`src/rtl/regfile_wb_arbiter_pkg.sv`:
```
// Shared constants and helpers for the register-file writeback arbiter.
package regfile_wb_arbiter_pkg;

   localparam int WIDTH  = 32;
   localparam int LENGTH = 32;
   localparam int ADDR_W = $clog2(LENGTH);

   localparam int REQ_ALU = 0;
   localparam int REQ_LSU = 1;
   localparam int REQ_CSR = 2;

   function automatic logic [0:LENGTH-1] onehot_decode(input logic [ADDR_W-1:0] addr);
      logic [0:LENGTH-1] sel;
      sel       = '0;
      sel[addr] = 1'b1;
      return sel;
   endfunction

endpackage

```
`src/rtl/regfile_wb_arbiter_rr_arbiter.sv`:
```
// NREQ-way round-robin arbiter; the search starts at rr_ptr and the pointer
// moves past the winner whenever the grant is accepted.
module rr_arbiter #(
   parameter int NREQ  = 3,
   localparam int IDX_W = $clog2(NREQ)
) (
   input  logic             clk,
   input  logic             rst,
   input  logic [0:NREQ-1]  valid_i,
   input  logic             accept_i,
   output logic [0:NREQ-1]  grant_o,
   output logic [IDX_W-1:0] grant_idx_o
);

   logic [IDX_W-1:0] ptr_q, ptr_d;
   logic             found;
   int               cand;

   always_comb begin
      grant_o     = '0;
      grant_idx_o = '0;
      found       = 1'b0;
      cand        = 0;
      for (int k = 0; k < NREQ; k++) begin
         cand = (int'(ptr_q) + k) % NREQ;
         if (!found && valid_i[cand]) begin
            found         = 1'b1;
            grant_o[cand] = 1'b1;
            grant_idx_o   = IDX_W'(cand);
         end
      end
   end

   always_comb begin
      ptr_d = ptr_q;
      if (accept_i && found) begin
         ptr_d = (grant_idx_o == IDX_W'(NREQ - 1)) ? '0 : grant_idx_o + 1'b1;
      end
   end

   always_ff @(posedge clk or posedge rst) begin
      if (rst) begin
         ptr_q <= '0;
      end else begin
         ptr_q <= ptr_d;
      end
   end

endmodule

```
`src/rtl/regfile_wb_arbiter.sv`:
```
// Register-file write-port arbiter: round-robin over writeback units, one
// registered write stage, and a busy scoreboard for RAW hazard detection.
module regfile_wb_arbiter #(
   parameter int  WIDTH  = regfile_wb_arbiter_pkg::WIDTH,
   parameter int  LENGTH = regfile_wb_arbiter_pkg::LENGTH,
   parameter int  NREQ   = 3,
   localparam int ADDR_W = $clog2(LENGTH)
) (
   input  logic                     clk,
   input  logic                     rst,
   input  logic [0:NREQ-1]          req_valid,
   output logic [0:NREQ-1]          req_ready,
   input  logic [NREQ*ADDR_W-1:0]   req_addr,
   input  logic [NREQ*WIDTH-1:0]    req_data,
   input  logic                     alloc_valid,
   input  logic [ADDR_W-1:0]        alloc_addr,
   input  logic                     flush,
   input  logic [ADDR_W-1:0]        rs1_addr,
   input  logic [ADDR_W-1:0]        rs2_addr,
   output logic                     rs1_busy,
   output logic                     rs2_busy,
   output logic [0:LENGTH-1]        reg_write_en,
   output logic [0:WIDTH-1]         write_data,
   output logic                     write_en,
   output logic [0:LENGTH-1]        busy_vec
);
   import regfile_wb_arbiter_pkg::*;

   localparam int IDX_W = $clog2(NREQ);

   logic [0:NREQ-1]   grant;
   logic [IDX_W-1:0]  grant_idx;
   logic              transfer;
   logic [ADDR_W-1:0] sel_addr;
   logic [WIDTH-1:0]  sel_data;

   logic              we_q;
   logic [ADDR_W-1:0] addr_q;
   logic [0:LENGTH-1] onehot_q;
   logic [WIDTH-1:0]  data_q;
   logic [0:LENGTH-1] busy_q, busy_d;

   rr_arbiter #(.NREQ(NREQ)) u_rr_arbiter (
      .clk        (clk),
      .rst        (rst),
      .valid_i    (req_valid),
      .accept_i   (transfer),
      .grant_o    (grant),
      .grant_idx_o(grant_idx)
   );

   assign req_ready = rst ? '0 : grant;
   assign transfer  = |req_ready;
   assign sel_addr  = req_addr[int'(grant_idx)*ADDR_W +: ADDR_W];
   assign sel_data  = req_data[int'(grant_idx)*WIDTH +: WIDTH];

   // x0 writes are accepted but never reach the register file.
   always_ff @(posedge clk or posedge rst) begin
      if (rst) begin
         we_q     <= 1'b0;
         addr_q   <= '0;
         onehot_q <= '0;
         data_q   <= '0;
      end else if (transfer) begin
         we_q     <= (sel_addr != '0);
         addr_q   <= sel_addr;
         onehot_q <= (sel_addr != '0) ? onehot_decode(sel_addr) : '0;
         data_q   <= sel_data;
      end else begin
         we_q     <= 1'b0;
         onehot_q <= '0;
      end
   end

   // Clear on the edge the write lands, then a fresh allocation overrides it.
   always_comb begin
      busy_d = busy_q;
      if (flush) begin
         busy_d = '0;
      end else begin
         if (we_q) begin
            busy_d[addr_q] = 1'b0;
         end
         if (alloc_valid && (alloc_addr != '0)) begin
            busy_d[alloc_addr] = 1'b1;
         end
      end
      busy_d[0] = 1'b0;
   end

   always_ff @(posedge clk or posedge rst) begin
      if (rst) begin
         busy_q <= '0;
      end else begin
         busy_q <= busy_d;
      end
   end

   assign write_en     = we_q;
   assign reg_write_en = onehot_q;
   assign write_data   = data_q;
   assign busy_vec     = busy_q;
   assign rs1_busy     = busy_q[rs1_addr];
   assign rs2_busy     = busy_q[rs2_addr];

endmodule
```
`config.mk`:
```
export PLATFORM = sky130hd
export DESIGN_NAME = regfile_wb_arbiter
export DESIGN_NICKNAME = d
export VERILOG_FILES = /design/src/rtl/regfile_wb_arbiter_pkg.sv /design/src/rtl/regfile_wb_arbiter_rr_arbiter.sv /design/src/rtl/regfile_wb_arbiter.sv
export SDC_FILE = /design/constraint.sdc
export NUM_CORES = 1
export LEC_CHECK = 0
export ABC_CLOCK_PERIOD_IN_PS = 6260
export BUFFER_PORTS_ARGS = -buffer_cell sky130_fd_sc_hd__buf_2
export CAP_MARGIN = 20
export CORE_UTILIZATION = 45
export DETAILED_ROUTE_END_ITERATION = 16
export PLACE_DENSITY = 0.81
export SLEW_MARGIN = 30
export SYNTH_ARGS = -nofsm -noshare
export SYNTH_HDL_FRONTEND = slang
export SYNTH_HIERARCHICAL = 1
export SYNTH_SLANG_ARGS = --single-unit
```
`constraint.sdc`:
```
create_clock -name clk -period 6.26 [get_ports clk]
set_input_delay 0.626 -clock clk [delete_from_list [all_inputs] [get_ports clk]]
set_output_delay 0.626 -clock clk [all_outputs]
set_load 0.05 [all_outputs]
```
==> reports/metrics.yaml, run 1 <==
clocking:
  clkSlewWorstSetupHoldPaths_ns: 0.07
  cts_buffers: 9
  post_cts_resize_count: 0
  cts_num_sinks: 103
  cts_tree: "done"
  h-tree-depth: 3
  cell_at_the_root_of_the_clock_tree: "clkbuf_16"
  cts_setup_buffers: 0
  clockBufferDepth: 2
  clk_latency_ns: 0.35
  postCtsHoldBufs: 0
setup_path:
  timing.setup.critical_path_class: "reg -> reg"
  r2r-start: "u_rr_arbiter/ptr_q[1]"
  logic_depth_of_the_worst_register_to_register_path: 10
  setup.worst_path.start_class: "register"
  worstPathBufferInverterCount: 2
  crit_path_start: "u_rr_arbiter/ptr_q[1]"
  critical_path_required_ns: 6.53
  cp-end-kind: "register"
  critical_path.max_fanout: 41
  critical_path.cell_chain: "inv_1 -> ha_1 -> nand3b_2 -> o21ai_2 -> o31ai_4 -> buf_4 -> nor2b_4 -> a2bb2oi_1 -> or4_1 -> nor2_1"
  cp.depth: 10
  regToRegSetupSlack_ns: 2.67
  worst_path_largest_cell_delay_ns: 0.74
  critPathSlowestCell: "nor2b_4"
  crit_family: "simple AND/OR/NAND/NOR gates"
  critical_path_arrival_ns: 3.87
layout:
  drive_gt1_frac: 0.3253
  flow.area_growth_from_synthesis_pct: 28.01
  layout.nets: 962
  antenna_cells: 0
  finish.utilization: 0.5903
synth:
  synth.yosys.warnings: 6
  netlist_area_sq_um: 5539
  yosys-top-cells-area: "dfrtp_1 47%, mux2i_1 10%, a21oi_1 9.9%"
  synthesis.instances: 614
  synth_cell_types: 47
  postSynth.asyncResetShare: 1.000
  post-synth-top-count-cell: "nor2_1"
  post_synth_top_cells: "112 x nor2_1, 110 x a21oi_1, 103 x dfrtp_1"
  synth.top_cell.area_share: 0.4653
  ys_seq_elements: 103
  synth-main-ff-cell: "dfrtp_1"
  synth_enable_flop_cells: 0
  synth_seq_area_share: 0.4653
  syn-mean-instance-area_sq_um: 9.021
  yosys.area.top_type: "dfrtp_1"
floorplanning:
  initial_utilization: 0.4611
  std_cell_rows: 40
  floorplan.die_area_sq_um: 12760
  dieWidth_microns: 112.9
  ioPinCount: 235
  die_h_microns: 112.9
  placeableCoreArea_sq_um: 12010
hold_path:
  min_path_type: "in -> async"
sta:
  timing.fmax_mhz: 278.3
  final_max_slew_viol_count: 0
  report.final.setup_viol: 0
  layout_worst_path_cycle_share: 0.5741
  post_route_clock_skew_ns: 0.008581
  timing.slew.headroom: 0.4013
  transition_time_at_the_pin_with_the_least_slew_margin_ns: 0.8961
  timing.final.crit_period_ns: 3.594
  timing.setup.tns_ns: 0
  final-hold-violation-count: 0
  setup_slack_ns: 2.666
  final.hold.worst_slack_ns: 0.2345
  setup_repair_after_global_routing_missed_its_margin: "no"
power:
  power.density_nw_per_um2: 448.0
  p_leak_nw: 3.467
  worst_ir_drop_vdd_uv: 262.2
grt:
  maximum_number_of_pins_on_one_net_before_global_route_repair: 77
  antenna_found_initial: 0
  global_route.usage.total: 0.2519
  vias_in_the_first_global_route: 5229
  globalRoute.totalOverflow: 0
  grt_first_pass_wirelength_microns: 25190
routing:
  post-route-drc-count: 0
  wl_microns: 15930
  initialDrtViolationCount: 338
  routed_wire_length_per_instance_microns: 16.30
  drt.antenna.violating_nets: 0
  drt-pass1-iter-count: 6
  avgViaCountPerCell: 5.579
  vias: 5451
flow_run:
  maxCapViolations: 0
outcome:
  status: "complete, no violations"
placement:
  finalWeightedCongestion: 0.9090
  dp_hpwl_microns: 11890
  dp_slack_ns: 2.677
  numPortBuffers: 233
## cells by family (layout without fill, tap and decap cells)
| logic type | count (synthesis) | count (layout) | synth area share |
|---|---|---|---|
| AOI/OAI and AO/OA | 177 | 177 | 0.1807 |
| adders and majority gates | 4 | 4 | 0.009036 |
| buffers and inverters | 50 | 265 | 0.04089 |
| DFF | 103 | 103 | 0.4653 |
| muxes | 63 | 63 | 0.1274 |
| other | 1 | 2 | 0.0006770 |
| and+or+nand+nor | 216 | 216 | 0.1760 |
## area by class of cell
| class | count | area [sq um] |
|---|---|---|
| clock inverter | 6 | 55.05 |
| fill | 1077 | 4921 |
| tap | 147 | 183.9 |
| clock buffer | 10 | 229.0 |
| timing repair buffer | 239 | 1235 |
| multi-input combinational | 462 | 2770 |
| inverter | 10 | 40.04 |
| sequential | 103 | 2577 |
## power by group
group,switching (mW),leakage [nW],internal [mW]
registers,0.103,1.33,0.819
clock network,0.260,0.136,0.276
logic,1.22,2.00,0.499
## path summary, 6_finish.rpt
path	to
max	reg_write_en[18]
min	u_rr_arbiter/ptr_q[1]
max reg2reg	reg_write_en[18]
min reg2reg	write_data[3]
max in group asynchronous	reg_write_en[20]
min in group clk	write_data[3]
## through the flow
stage / power [mW] / area [sq um] / instances
floorplan: 2.220 / 5543 / 615
global placement: 2.596 / 6770 / 960
detailed placement: 2.624 / 6770 / 960
CTS: 3.165 / 7054 / 976
global route: 3.371 / 7091 / 977
finish: 3.177 / 7091 / 977
## cells in the final DEF, fill, tap and decap left out, types with 5 or more instances in the layout
cell type,Yosys,final
a21oi_1,110,110
dfrtp_1,103,103
nand3_1,21,21
nor2_1,112,111
nand2b_1,6,6
clkbuf_16,0,9
mux2i_1,57,57
a2bb2oi_1,5,5
o21ai_0,31,31
inv_1,10,9
nand2_1,42,42
nand3b_1,7,7
mux4_2,6,6
buf_2,10,233
nor2b_1,7,7
## worst register-to-register path, stage by stage (launching register included)
cell and delay [ns]:
dfrtp_1 0.39, inv_1 0.07, ha_1 0.29, nand3b_2 0.32, o21ai_2 0.19, o31ai_4 0.12
buf_4 0.26, nor2b_4 0.74, a2bb2oi_1 0.31, or4_1 0.65, nor2_1 0.17
## flip-flops by register name (all words and copies together) (netlist names)
register / flops
write_data: 32
busy_vec: 31
u_rr_arbiter/ptr_q: 2
write_en: 1
addr_q: 5
reg_write_en: 32
## layer usage
layer,part of all wire,global-route usage,up-vias
met2,0.51,0.4510,257
met3,0.076,0.05570,28
met5,0,0,-
li1,-,-,2583
met1,0.39,0.2970,2583
met4,0.020,0.09298,0
No activity file was read; power rests on OpenSTA's default activity.
==> run 2: changes to the inputs <==
- ABC_AREA: not set -> 1
- ABC_CLOCK_PERIOD_IN_PS: 6260 -> 3400
- PLACE_DENSITY: 0.81 -> 0.8
- clock period: 6.26 -> 3.4 ns (I/O delays scaled with it)
==> run 2 against run 1 <==
Area after synthesis grew 3.7%. Clock power increased by 87%. Flip-flop and latch count stayed put. Non-clock buffer count increased by 2. Hold slack improved by 0.023 ns. Highest routed layer unchanged.
==> reports/metrics.yaml, run 2 <==
floorplanning:
  initial_utilization: 0.4702  # +0.009039
  ioPinCount: 235  # unchanged
  dieWidth_microns: 115.0  # +1.8%
  die_h_microns: 115.0  # +1.8%
  placeableCoreArea_sq_um: 12210  # +1.7%
  std_cell_rows: 40  # unchanged
  floorplan.die_area_sq_um: 13210  # +3.6%
sta:
  final_max_slew_viol_count: 0  # unchanged
  setup_repair_after_global_routing_missed_its_margin: "no"
  timing.setup.tns_ns: 0  # unchanged
  transition_time_at_the_pin_with_the_least_slew_margin_ns: 0.8722  # -0.02388 ns
  post_route_clock_skew_ns: 0.01162  # +0.003039 ns
  timing.slew.headroom: 0.4185  # +0.01719
  timing.fmax_mhz: 347.2  # +25%
  report.final.setup_viol: 0  # unchanged
  layout_worst_path_cycle_share: 0.8471  # +0.2730
  final-hold-violation-count: 0  # unchanged
  timing.final.crit_period_ns: 2.880  # -0.7135 ns
setup_path:
  regToRegSetupSlack_ns: 0.52  # -2.15 ns
  worst_path_largest_cell_delay_ns: 0.42  # -0.32 ns
  critical_path.cell_chain: "inv_1 -> ha_1 -> inv_2 -> nand2_1 -> nand2_1 -> nand2_1 -> nor2_1 -> nand2_1 -> nand3_2 -> inv_2 -> nand2_1 -> o21ai_2 -> inv_2 -> nor2_1 -> nand2_1 -> nor2_1"
  timing.critical_path.mode_cell: "nand2_1"
  r2r-start: "u_rr_arbiter/ptr_q[0]"
  cp-end-kind: "register"
  critical_path.max_fanout: 19  # -54%
  critical_path_arrival_ns: 3.16  # -0.71 ns
  setup.worst_path.start_class: "register"
  critPathSlowestCell: "ha_1"
  timing.setup.critical_path_class: "reg -> reg"
  crit-reg2reg-capture: "reg_write_en[31]"
  logic_depth_of_the_worst_register_to_register_path: 16  # +6
  critical_path_required_ns: 3.68  # -2.85 ns
clocking:
  clkSlewWorstSetupHoldPaths_ns: 0.08  # about the same
  cts_setup_buffers: 0  # unchanged
  h-tree-depth: 3  # unchanged
  cts_tree: "done"
  post_cts_resize_count: 0  # unchanged
  clk_latency_ns: 0.35  # about the same
  cts_buffers: 9  # unchanged
  cts_num_sinks: 103  # unchanged
  clockBufferDepth: 2  # unchanged
  cell_at_the_root_of_the_clock_tree: "clkbuf_16"
synth:
  synth-main-ff-cell: "dfrtp_1"
  postSynth.asyncResetShare: 1.000  # unchanged
  syn-mean-instance-area_sq_um: 7.342  # -19%
  synth_enable_flop_cells: 0  # unchanged
  yosys-top-cells-area: "dfrtp_1 45%, nand2_1 11%, nand3_1 9.2%"
  post_synth_top_cells: "161 x nand2_1, 139 x nor2_1, 106 x nand3_1"
  synth_seq_area_share: 0.4489  # -0.01643
  synth.top_cell.area_share: 0.4489  # -0.01643
  post-synth-top-count-cell: "nand2_1"
  synth_cell_types: 30  # -36%
  netlist_area_sq_um: 5742  # +3.7%
  ys_seq_elements: 103  # unchanged
  synth.yosys.warnings: 6  # unchanged
  synthesis.instances: 782  # +27%
  yosys.area.top_type: "dfrtp_1"
routing:
  routed_wire_length_per_instance_microns: 14.52  # -11%
  drt-pass1-iter-count: 5  # -1
  post-route-drc-count: 0  # unchanged
  wl_microns: 16980  # +6.6%
  vias: 6031  # +11%
  avgViaCountPerCell: 5.159  # -7.5%
  initialDrtViolationCount: 496  # +47%
  drt.antenna.violating_nets: 0  # unchanged
layout:
  multi_input_gate_area_in_the_final_layout_sq_um: 2734  # -1.3%
  most_common_cell_after_layout_fill_and_taps_aside: "buf_2"
  most_used_cells_in_the_layout_excluding_fill_and_tap_cells: "233 x buf_2, 160 x nand2_1, 139 x nor2_1, 105 x nand3_1, 103 x dfrtp_1"
  layout.nets: 1134  # +18%
  filler_cell_count: 1186  # +10%
  finish.utilization: 0.5945  # +0.004154
  flow.area_growth_from_synthesis_pct: 26.43
  drive_gt1_frac: 0.2927  # -0.03259
  antenna_cells: 0  # unchanged
  seq_area_sq_um: 2577  # unchanged
placement:
  finalWeightedCongestion: 0.9454  # +4.0%
  numPortBuffers: 233  # unchanged
  dp_hpwl_microns: 13050  # +9.8%
grt:
  globalRoute.totalOverflow: 0  # unchanged
  vias_in_the_first_global_route: 5530  # +5.8%
  grt_first_pass_wirelength_microns: 26900  # +6.8%
  maximum_number_of_pins_on_one_net_before_global_route_repair: 72  # -6.5%
  global_route.usage.total: 0.2639  # +0.01203
  antenna_found_initial: 0  # unchanged
hold_path:
  worst_hold_path.num_cells: 3
  hold_start: "req_data[71]"
  min_path_type: "in -> reg"
  min_to: "write_data[24]"
flow_run:
  maxCapViolations: 0  # unchanged
power:
  power.density_nw_per_um2: 1018  # +130%
  worst_ir_drop_vdd_uv: 985.9  # +280%
  p_leak_nw: 3.735  # +7.7%
outcome:
  status: "complete, no violations"
## run 2: timing repair
| item | in CTS | in global routing |
|---|---|---|
| endpoints found under the setup margin | 0 | 0 |
| hold buffers | 1 | 0 |
| hold endpoints to repair | 2 | 0 |
## run 2: how the worst max path moves through the flow
stage | startpoint | end | slack (ns) | depth (start not counted)
after global placement | u_rr_arbiter/ptr_q[0] | reg_write_en[20] | 0.72 | 14
final | u_rr_arbiter/ptr_q[0] | reg_write_en[31] | 0.52 | 16
after global routing | u_rr_arbiter/ptr_q[0] | reg_write_en[31] | 0.22 | 16
after detailed placement | u_rr_arbiter/ptr_q[0] | reg_write_en[31] | 0.55 | 16
after CTS | u_rr_arbiter/ptr_q[0] | reg_write_en[31] | 0.53 | 16
after floorplan | u_rr_arbiter/ptr_q[0] | u_rr_arbiter/ptr_q[1] | 0.45 | 18
## run 2: final cells by class
class / instances / area share
Clock buffer: 9 / 0.03102
Clock inverter: 6 / 0.007239
Inverter: 57 / 0.03016
Multi-Input combinational cell: 585 / 0.3766
Sequential cell: 103 / 0.3550
Tap cell: 168 / 0.02896
Timing Repair Buffer: 241 / 0.1710
## run 2: cell families (layout without fill, tap and decap cells)
group	Yosys count	in the layout	share of synthesized area
AOI/OAI and AO/OA	140	140	0.1366
adders and majority gates	4	4	0.008717
buffers and inverters	95	313	0.07954
DFF	103	103	0.4489
other	1	2	0.0006531
and+or+nand+nor	439	439	0.3256
## run 2: where the power goes
group	leakage, nW	internal, mW	switching (mW)
Clock	0.136	0.506	0.494
Combinational	2.27	1.25	3.40
Sequential	1.33	1.56	0.174
Total	3.74	3.33	4.06
## run 2: routing by layer
metal / track usage / wire length (microns)
met3: 0.05324 / 1353
met2: 0.4414 / 8261
met4: 0.1411 / 565
met5: 0 / 0
met1: 0.3221 / 6800
## run 2: critical path: cells and delay by family, from the launching register on
kind / cells / cell delay (ns)
AND/OR/NAND/NOR: 10 / 1.21
buffers and inverters: 4 / 0.54
flip-flops: 1 / 0.40
adder cells (fa/ha/maj): 1 / 0.42
AO/OA/AOI/OAI: 1 / 0.20
## run 2: per-stage QoR
stage / instances / instance area, sq um / power [mW] / hold slack [ns] / worst slack (ns)
2_1_floorplan: 783 / 5746 / 5.568 / 0.08118 / 0.4453
3_3_place_gp: 1153 / 6957 / 6.353 / 0.2631 / 0.7184
3_5_place_dp: 1153 / 6957 / 6.436 / 0.2614 / 0.5497
4_1_cts: 1169 / 7244 / 7.431 / 0.2466 / 0.5250
5_1_grt: 1169 / 7259 / 8.027 / 0.2622 / 0.2203
6_report: 1169 / 7259 / 7.391 / 0.2570 / 0.5199
